<file path="src/rtl/mlp_param_loader_if.sv">
// ---------------------------------------------------------------------------
// mlp_param_loader_if
//   Byte-stream handshake between a host/SPI byte source and the MLP
//   parameter loader.
//
//   Signals:
//     load_start  source -> loader  single-cycle pulse that begins a load
//     byte_data   source -> loader  8-bit stream data
//     byte_valid  source -> loader  byte_data is valid
//     byte_ready  loader -> source  loader accepts a byte this cycle
//
//   Modports:
//     master  byte source side
//     slave   loader side
// ---------------------------------------------------------------------------
interface mlp_param_loader_if;
    logic       load_start;
    logic [7:0] byte_data;
    logic       byte_valid;
    logic       byte_ready;

    modport master (
        output load_start,
        output byte_data,
        output byte_valid,
        input  byte_ready
    );

    modport slave (
        input  load_start,
        input  byte_data,
        input  byte_valid,
        output byte_ready
    );
endinterface

</file>
<file path="src/rtl/mlp_param_loader.sv">
// ---------------------------------------------------------------------------
// mlp_param_loader
//   Writer side of the two-layer MLP parameter store. Accepts a byte stream
//   over a valid/ready handshake and fills the registered layer-1 and layer-2
//   weight and bias arrays in the order W1, B1, W2, B2 (row-major, inner
//   index fastest). Bytes are stored verbatim; the datapath defines their
//   number format.
//
//   Ports:
//     clk_i           clock, all logic on rising edge
//     rst_i           synchronous active-high reset
//     stream_if       slave side of the byte handshake (load_start,
//                     byte_data, byte_valid in; byte_ready out, registered)
//     w1_o            layer-1 weights  [D_IN][D_HID] x 8 bit
//     b1_o            layer-1 biases   [D_HID] x 8 bit
//     w2_o            layer-2 weights  [D_HID][D_OUT] x 8 bit
//     b2_o            layer-2 biases   [D_OUT] x 8 bit
//     params_valid_o  a complete parameter set is held
//     count_o         bytes accepted in the current/last load
// ---------------------------------------------------------------------------
module mlp_param_loader #(
    parameter  int D_IN    = 6,
    parameter  int D_HID   = 16,
    parameter  int D_OUT   = 3,
    localparam int TOTAL   = D_IN*D_HID + D_HID + D_HID*D_OUT + D_OUT,
    localparam int COUNT_W = $clog2(TOTAL + 1)
) (
    input  logic                               clk_i,
    input  logic                               rst_i,
    mlp_param_loader_if.slave                  stream_if,
    output logic [D_IN-1:0][D_HID-1:0][7:0]    w1_o,
    output logic [D_HID-1:0][7:0]              b1_o,
    output logic [D_HID-1:0][D_OUT-1:0][7:0]   w2_o,
    output logic [D_OUT-1:0][7:0]              b2_o,
    output logic                               params_valid_o,
    output logic [COUNT_W-1:0]                 count_o
);

    // Row/column counters must cover the largest dimension of any section.
    localparam int MAX_DIM = (D_IN > D_HID) ? ((D_IN > D_OUT) ? D_IN : D_OUT)
                                            : ((D_HID > D_OUT) ? D_HID : D_OUT);
    localparam int IDX_W   = $clog2(MAX_DIM + 1);

    typedef enum logic [2:0] {
        IDLE  = 3'd0,
        LD_W1 = 3'd1,
        LD_B1 = 3'd2,
        LD_W2 = 3'd3,
        LD_B2 = 3'd4
    } state_t;

    state_t               state_q, state_d;
    logic [IDX_W-1:0]     row_q, row_d;
    logic [IDX_W-1:0]     col_q, col_d;
    logic [COUNT_W-1:0]   count_q, count_d;
    logic                 pvalid_q, pvalid_d;
    logic                 ready_q, ready_d;

    logic [D_IN-1:0][D_HID-1:0][7:0]  w1_q;
    logic [D_HID-1:0][7:0]            b1_q;
    logic [D_HID-1:0][D_OUT-1:0][7:0] w2_q;
    logic [D_OUT-1:0][7:0]            b2_q;

    logic   accept;
    logic   last_col;
    logic   last_row;
    int     rows_lim;
    int     cols_lim;
    state_t next_sec;

    // -----------------------------------------------------------------------
    // Next-state / counter logic
    // -----------------------------------------------------------------------
    always_comb begin
        state_d  = state_q;
        row_d    = row_q;
        col_d    = col_q;
        count_d  = count_q;
        pvalid_d = pvalid_q;
        rows_lim = 1;
        cols_lim = 1;
        next_sec = IDLE;

        // Geometry of the section currently being filled.
        unique case (state_q)
            LD_W1: begin rows_lim = D_IN;  cols_lim = D_HID; next_sec = LD_B1; end
            LD_B1: begin rows_lim = 1;     cols_lim = D_HID; next_sec = LD_W2; end
            LD_W2: begin rows_lim = D_HID; cols_lim = D_OUT; next_sec = LD_B2; end
            LD_B2: begin rows_lim = 1;     cols_lim = D_OUT; next_sec = IDLE;  end
            default: begin rows_lim = 1;   cols_lim = 1;     next_sec = IDLE;  end
        endcase

        // ready_q is high only in LD_* states, so no byte is taken in IDLE.
        accept   = stream_if.byte_valid && ready_q;
        last_col = (col_q == IDX_W'(cols_lim - 1));
        last_row = (row_q == IDX_W'(rows_lim - 1));

        if (state_q == IDLE) begin
            if (stream_if.load_start) begin
                state_d  = LD_W1;
                row_d    = '0;
                col_d    = '0;
                count_d  = '0;
                pvalid_d = 1'b0;
            end
        end else if (accept) begin
            count_d = count_q + COUNT_W'(1);
            if (last_col) begin
                col_d = '0;
                if (last_row) begin
                    row_d   = '0;
                    state_d = next_sec;
                    // Last byte of the whole set: valid rises together with
                    // the final entry becoming visible.
                    if (state_q == LD_B2) begin
                        pvalid_d = 1'b1;
                    end
                end else begin
                    row_d = row_q + IDX_W'(1);
                end
            end else begin
                col_d = col_q + IDX_W'(1);
            end
        end

        ready_d = (state_d != IDLE);
    end

    // -----------------------------------------------------------------------
    // Control registers
    // -----------------------------------------------------------------------
    always_ff @(posedge clk_i) begin
        if (rst_i) begin
            state_q  <= IDLE;
            row_q    <= '0;
            col_q    <= '0;
            count_q  <= '0;
            pvalid_q <= 1'b0;
            ready_q  <= 1'b0;
        end else begin
            state_q  <= state_d;
            row_q    <= row_d;
            col_q    <= col_d;
            count_q  <= count_d;
            pvalid_q <= pvalid_d;
            ready_q  <= ready_d;
        end
    end

    // -----------------------------------------------------------------------
    // Parameter storage: the accepted byte lands at [row_q][col_q] of the
    // section selected by the current state.
    // -----------------------------------------------------------------------
    always_ff @(posedge clk_i) begin
        if (rst_i) begin
            w1_q <= '0;
            b1_q <= '0;
            w2_q <= '0;
            b2_q <= '0;
        end else if (accept) begin
            unique case (state_q)
                LD_W1: begin
                    for (int i = 0; i < D_IN; i++) begin
                        for (int j = 0; j < D_HID; j++) begin
                            if (row_q == IDX_W'(i) && col_q == IDX_W'(j)) begin
                                w1_q[i][j] <= stream_if.byte_data;
                            end
                        end
                    end
                end
                LD_B1: begin
                    for (int j = 0; j < D_HID; j++) begin
                        if (col_q == IDX_W'(j)) begin
                            b1_q[j] <= stream_if.byte_data;
                        end
                    end
                end
                LD_W2: begin
                    for (int h = 0; h < D_HID; h++) begin
                        for (int k = 0; k < D_OUT; k++) begin
                            if (row_q == IDX_W'(h) && col_q == IDX_W'(k)) begin
                                w2_q[h][k] <= stream_if.byte_data;
                            end
                        end
                    end
                end
                LD_B2: begin
                    for (int k = 0; k < D_OUT; k++) begin
                        if (col_q == IDX_W'(k)) begin
                            b2_q[k] <= stream_if.byte_data;
                        end
                    end
                end
                default: ;
            endcase
        end
    end

    assign stream_if.byte_ready = ready_q;
    assign w1_o                 = w1_q;
    assign b1_o                 = b1_q;
    assign w2_o                 = w2_q;
    assign b2_o                 = b2_q;
    assign params_valid_o       = pvalid_q;
    assign count_o              = count_q;

endmodule
</file>
<file path="src/flat_wrapper.sv">
// flat-port wrapper written by rule: the top's interface ports become plain ports
module mlp_param_loader_flat 
#(
    parameter  int D_IN    = 6,
    parameter  int D_HID   = 16,
    parameter  int D_OUT   = 3,
    localparam int TOTAL   = D_IN*D_HID + D_HID + D_HID*D_OUT + D_OUT,
    localparam int COUNT_W = $clog2(TOTAL + 1)
)
  (clk_i, rst_i, w1_o, b1_o, w2_o, b2_o, params_valid_o, count_o, stream_if_load_start, stream_if_byte_data, stream_if_byte_valid, stream_if_byte_ready);
  mlp_param_loader_if stream_if_i ();
  input  logic clk_i;
  input  logic rst_i;
  output logic [D_IN-1:0][D_HID-1:0][7:0] w1_o;
  output logic [D_HID-1:0][7:0] b1_o;
  output logic [D_HID-1:0][D_OUT-1:0][7:0] w2_o;
  output logic [D_OUT-1:0][7:0] b2_o;
  output logic params_valid_o;
  output logic [COUNT_W-1:0] count_o;
  input wire logic [$bits(stream_if_i.load_start)-1:0] stream_if_load_start;
  input wire logic [$bits(stream_if_i.byte_data)-1:0] stream_if_byte_data;
  input wire logic [$bits(stream_if_i.byte_valid)-1:0] stream_if_byte_valid;
  output wire logic [$bits(stream_if_i.byte_ready)-1:0] stream_if_byte_ready;
  assign stream_if_i.load_start = stream_if_load_start;
  assign stream_if_i.byte_data = stream_if_byte_data;
  assign stream_if_i.byte_valid = stream_if_byte_valid;
  assign stream_if_byte_ready = stream_if_i.byte_ready;
  mlp_param_loader #(.D_IN(D_IN), .D_HID(D_HID), .D_OUT(D_OUT)) u_core (.clk_i(clk_i), .rst_i(rst_i), .stream_if(stream_if_i), .w1_o(w1_o), .b1_o(b1_o), .w2_o(w2_o), .b2_o(b2_o), .params_valid_o(params_valid_o), .count_o(count_o));
endmodule
</file>
<file path="config.mk">
export PLATFORM = sky130hd
export DESIGN_NAME = mlp_param_loader_flat
export DESIGN_NICKNAME = d
export VERILOG_FILES = /design/src/rtl/mlp_param_loader_if.sv /design/src/rtl/mlp_param_loader.sv /design/src/flat_wrapper.sv
export SDC_FILE = /design/constraint.sdc
export NUM_CORES = 2
export LEC_CHECK = 0
export BUFFER_PORTS_ARGS = -buffer_cell sky130_fd_sc_hd__buf_4
export CAP_MARGIN = 25
export CORE_AREA = 2 2 521 523
export CTS_CLUSTER_SIZE = 40
export DETAILED_ROUTE_END_ITERATION = 6
export DIE_AREA = 0 0 523 525
export HOLD_SLACK_MARGIN = 0.08
export MAX_ROUTING_LAYER = met4
export PLACE_DENSITY = 0.34
export SETUP_SLACK_MARGIN = 0.05
export SLEW_MARGIN = 20
export SYNTH_ARGS = -nofsm -noshare
export SYNTH_HDL_FRONTEND = slang
export SYNTH_SLANG_ARGS = --single-unit
</file>
<file path="constraint.sdc">
create_clock -name clk_i -period 4.7 [get_ports clk_i]
set_input_delay 0.235 -clock clk_i [delete_from_list [all_inputs] [get_ports clk_i]]
set_output_delay 0.235 -clock clk_i [all_outputs]
set_load 0.01 [all_outputs]
</file>
==> results.json <==
{
  "place_congestion": 0.793,
  "drc": 12,
  "io_buffers": 1325,
  "vias": 45500,
  "clkTransAtPathRegs_ps": 60,
  "hold_class": "input port to flop",
  "ys_ff_latch": 1327,
  "syn-num-nets": 5725,
  "routed_via_density": 4.30,
  "power.density_nw_per_um2": 370,
  "p_total_mw": 25.4,
  "synth_edf_count": 0,
  "grt_pass1_vias": 43300,
  "cp.required_ps": 5380,
  "fillers": 29200,
  "core_area_um2": 269000,
  "post_cts_resized": 0,
  "routed_wl_um": 275000,
  "ant_nets": 0,
  "use_met1": 0.234,
  "crit_type": "flop to flop",
  "drive_gt1_frac": 0.261,
  "final_cell_mix": "buf_4, dfxtp_1, nand2_1",
  "seq_area_frac_synth": 0.544,
  "die_width_um": 523,
  "worst_slew_pin_slew_ps": 1210,
  "root_buffer": "clkbuf_16",
  "die_h_um": 525,
  "overflow": 0,
  "p_leak_nw": 26.5,
  "timing.final.crit_share": 0.783,
  "violations": "DRC",
  "status": "complete, but fails checks",
  "skew_ps": 63.3,
  "synthArstFlopShare": 0,
  "ys_types": 62,
  "dieArea_um2": 275000,
  "antenna_found_initial": 8,
  "vdd_drop_max_mv": 0.275,
  "drv_slew": 0,
  "synth_area_um2": 48800,
  "rows": 191,
  "fin_nets": 6899,
  "insertion_delay_ps": 860,
  "cap_violations": 0,
  "crit_arrival_ps": 4370,
  "hold_viol_final": 0,
  "ys.warnings.count": 0,
  "grt_max_degree": 169,
  "cts_buffers": 174,
  "hold_buffers": 11,
  "use_met3": 0.0601,
  "initial_core_util": 0.181,
  "ys.flop_type": "dfxtp_1",
  "setup_viol_count_final": 0,
  "max_freq_mhz": 272,
  "grt.total_usage": 0.197,
  "layout_commonest_cell": "buf_4",
  "relSlewSlack": 0.196,
  "use_met2": 0.317,
  "wl_per_cell_um": 26.0,
  "grt_pass1_wl_um": 373000,
  "grt.busiest_layer": "met2",
  "rsz0062_at_grt": "false",
  "syn_inst": 5702,
  "clock-sinks": 1327,
  "dr.first_iter.drc_count": 2792,
  "final.setup.tns_ps": 0,
  "period_minus_slack_ps": 3680,
  "post-dp-hpwl_um": 189000,
  "cts_tree": "done",
  "critPathLaunchType": "flop",
  "cts_setup_buffers": 0,
  "cts_buffer_depth": 4,
  "syn_to_final_growth_pct": 40.8,
  "cts_max_level": 4,
  "syn_area_per_cell_um2": 8.56,
  "worst-path-max-fanout": 20,
  "endpoint_kind": "flop",
  "io_pins": 1326,
  "dr.pass1.iters": 7
}
critical path, stage by stage (launching register included):
cell and delay (ps):
dfxtp_1 830, nand3b_1 370, buf_4 330, nor2_1 720, nand3_1 830, mux2i_1 380, nor2_1 60
stage by stage:
| stage | worst slack [ps] | instances | area (um2) | utilization | hold WS [ps] |
|---|---|---|---|---|---|
| after floorplan | 2390 | 5702 | 48800 | - | 386 |
| after global placement | 782 | 10300 | 62900 | 0.234 | 439 |
| after detailed placement | 790 | 10300 | 63000 | 0.234 | 444 |
| after global routing | 809 | 10600 | 68700 | 0.255 | 347 |
| after CTS | 796 | 10600 | 68700 | 0.255 | 275 |
| final | 1020 | 10600 | 68700 | 0.255 | 353 |
layout make-up:
| cell class | instances | area (um2) | share of cell area |
|---|---|---|---|
| Sequential cell | 1327 | 26600 | 0.387 |
| Multi-Input combinational cell | 3888 | 20500 | 0.298 |
| Timing Repair Buffer | 1475 | 11500 | 0.168 |
| Clock inverter | 42 | 429 | 0.00625 |
| Tap cell | 3570 | 4470 | 0.0650 |
| Antenna cell | 7 | 17.5 | 0.000255 |
| Inverter | 10 | 37.5 | 0.000546 |
| Clock buffer | 266 | 5160 | 0.0752 |
cell usage after synthesis, types with 3 or more instances:
cell	number	area share
dfxtp_1	1327	0.54
nand2_1	1209	0.093
a21oi_1	867	0.089
nand3_1	610	0.063
nor2_1	502	0.039
mux2i_1	450	0.092
clkbuf_1	351	0.027
buf_2	86	0.0088
o21ai_0	44	0.0045
buf_1	36	0.0028
nor3_2	24	0.0049
nor2_2	23	0.0029
nor3_1	20	0.0021
nand2b_1	12	0.0015
ha_1	11	0.0028
nor3_4	11	0.0037
inv_1	10	0.00077
nor2b_1	9	0.0012
nand4_1	8	0.0010
or3_1	8	0.0010
and3_1	7	0.00090
xor2_1	7	0.0013
o31ai_1	4	0.00062
or2_1	4	0.00051
or4_1	4	0.00062
and2_1	3	0.00038
buf_6	3	0.00069
nor3b_2	3	0.00077
nor4_1	3	0.00038
o211ai_1	3	0.00046
or4b_2	3	0.00062
power breakdown:
group | internal [mW] | switching [mW]
Combinational | 0.125 | 0.706
Sequential | 11.3 | 0.00904
Clock | 7.84 | 5.49
kinds of logic after synthesis:
logic type | share of synthesized area
buffers and inverters | 0.0402
multiplexers | 0.0925
flip-flops | 0.544
adder cells (fa/ha/maj) | 0.00282
AO/OA/AOI/OAI | 0.0982
AND/OR/NAND/NOR | 0.220
XOR/XNOR | 0.00162
worst paths after layout:
| check | from | end | slack (ps) | cells after the start |
|---|---|---|---|---|
| min | stream_if_load_start | u_core.stream_if.byte_ready$_SDFF_PP0_ | 350 | 4 |
| min reg2reg | u_core.w1_o[217]$_SDFFE_PP0P_ | u_core.w1_o[217]$_SDFFE_PP0P_ | 450 | 2 |
| max | u_core.state_q[0]$_SDFF_PP0_ | u_core.w2_o[158]$_SDFFE_PP0P_ | 1020 | 6 |
| max reg2reg | u_core.state_q[0]$_SDFF_PP0_ | u_core.w2_o[158]$_SDFFE_PP0P_ | 1020 | 6 |
per-layer routing:
metal  vias to the layer above  wire length [um]
li1                      21500                 -
met1                     22100            115000
met2                      1590            129000
met3                       310             22600
met4                         0              8730
met5                         -                 0
sequential cells by signal (all words and copies together) (netlist names):
register / cells
u_core.stream_if.byte_ready: 1
u_core.w2_o: 384
u_core.b2_o: 24
u_core.count_o: 8
u_core.w1_o: 768
u_core.b1_o: 128
u_core.params_valid_o: 1
u_core.row_q: 5
u_core.col_q: 5
u_core.state_q: 3
No activity file was read; power rests on OpenSTA's default activity.
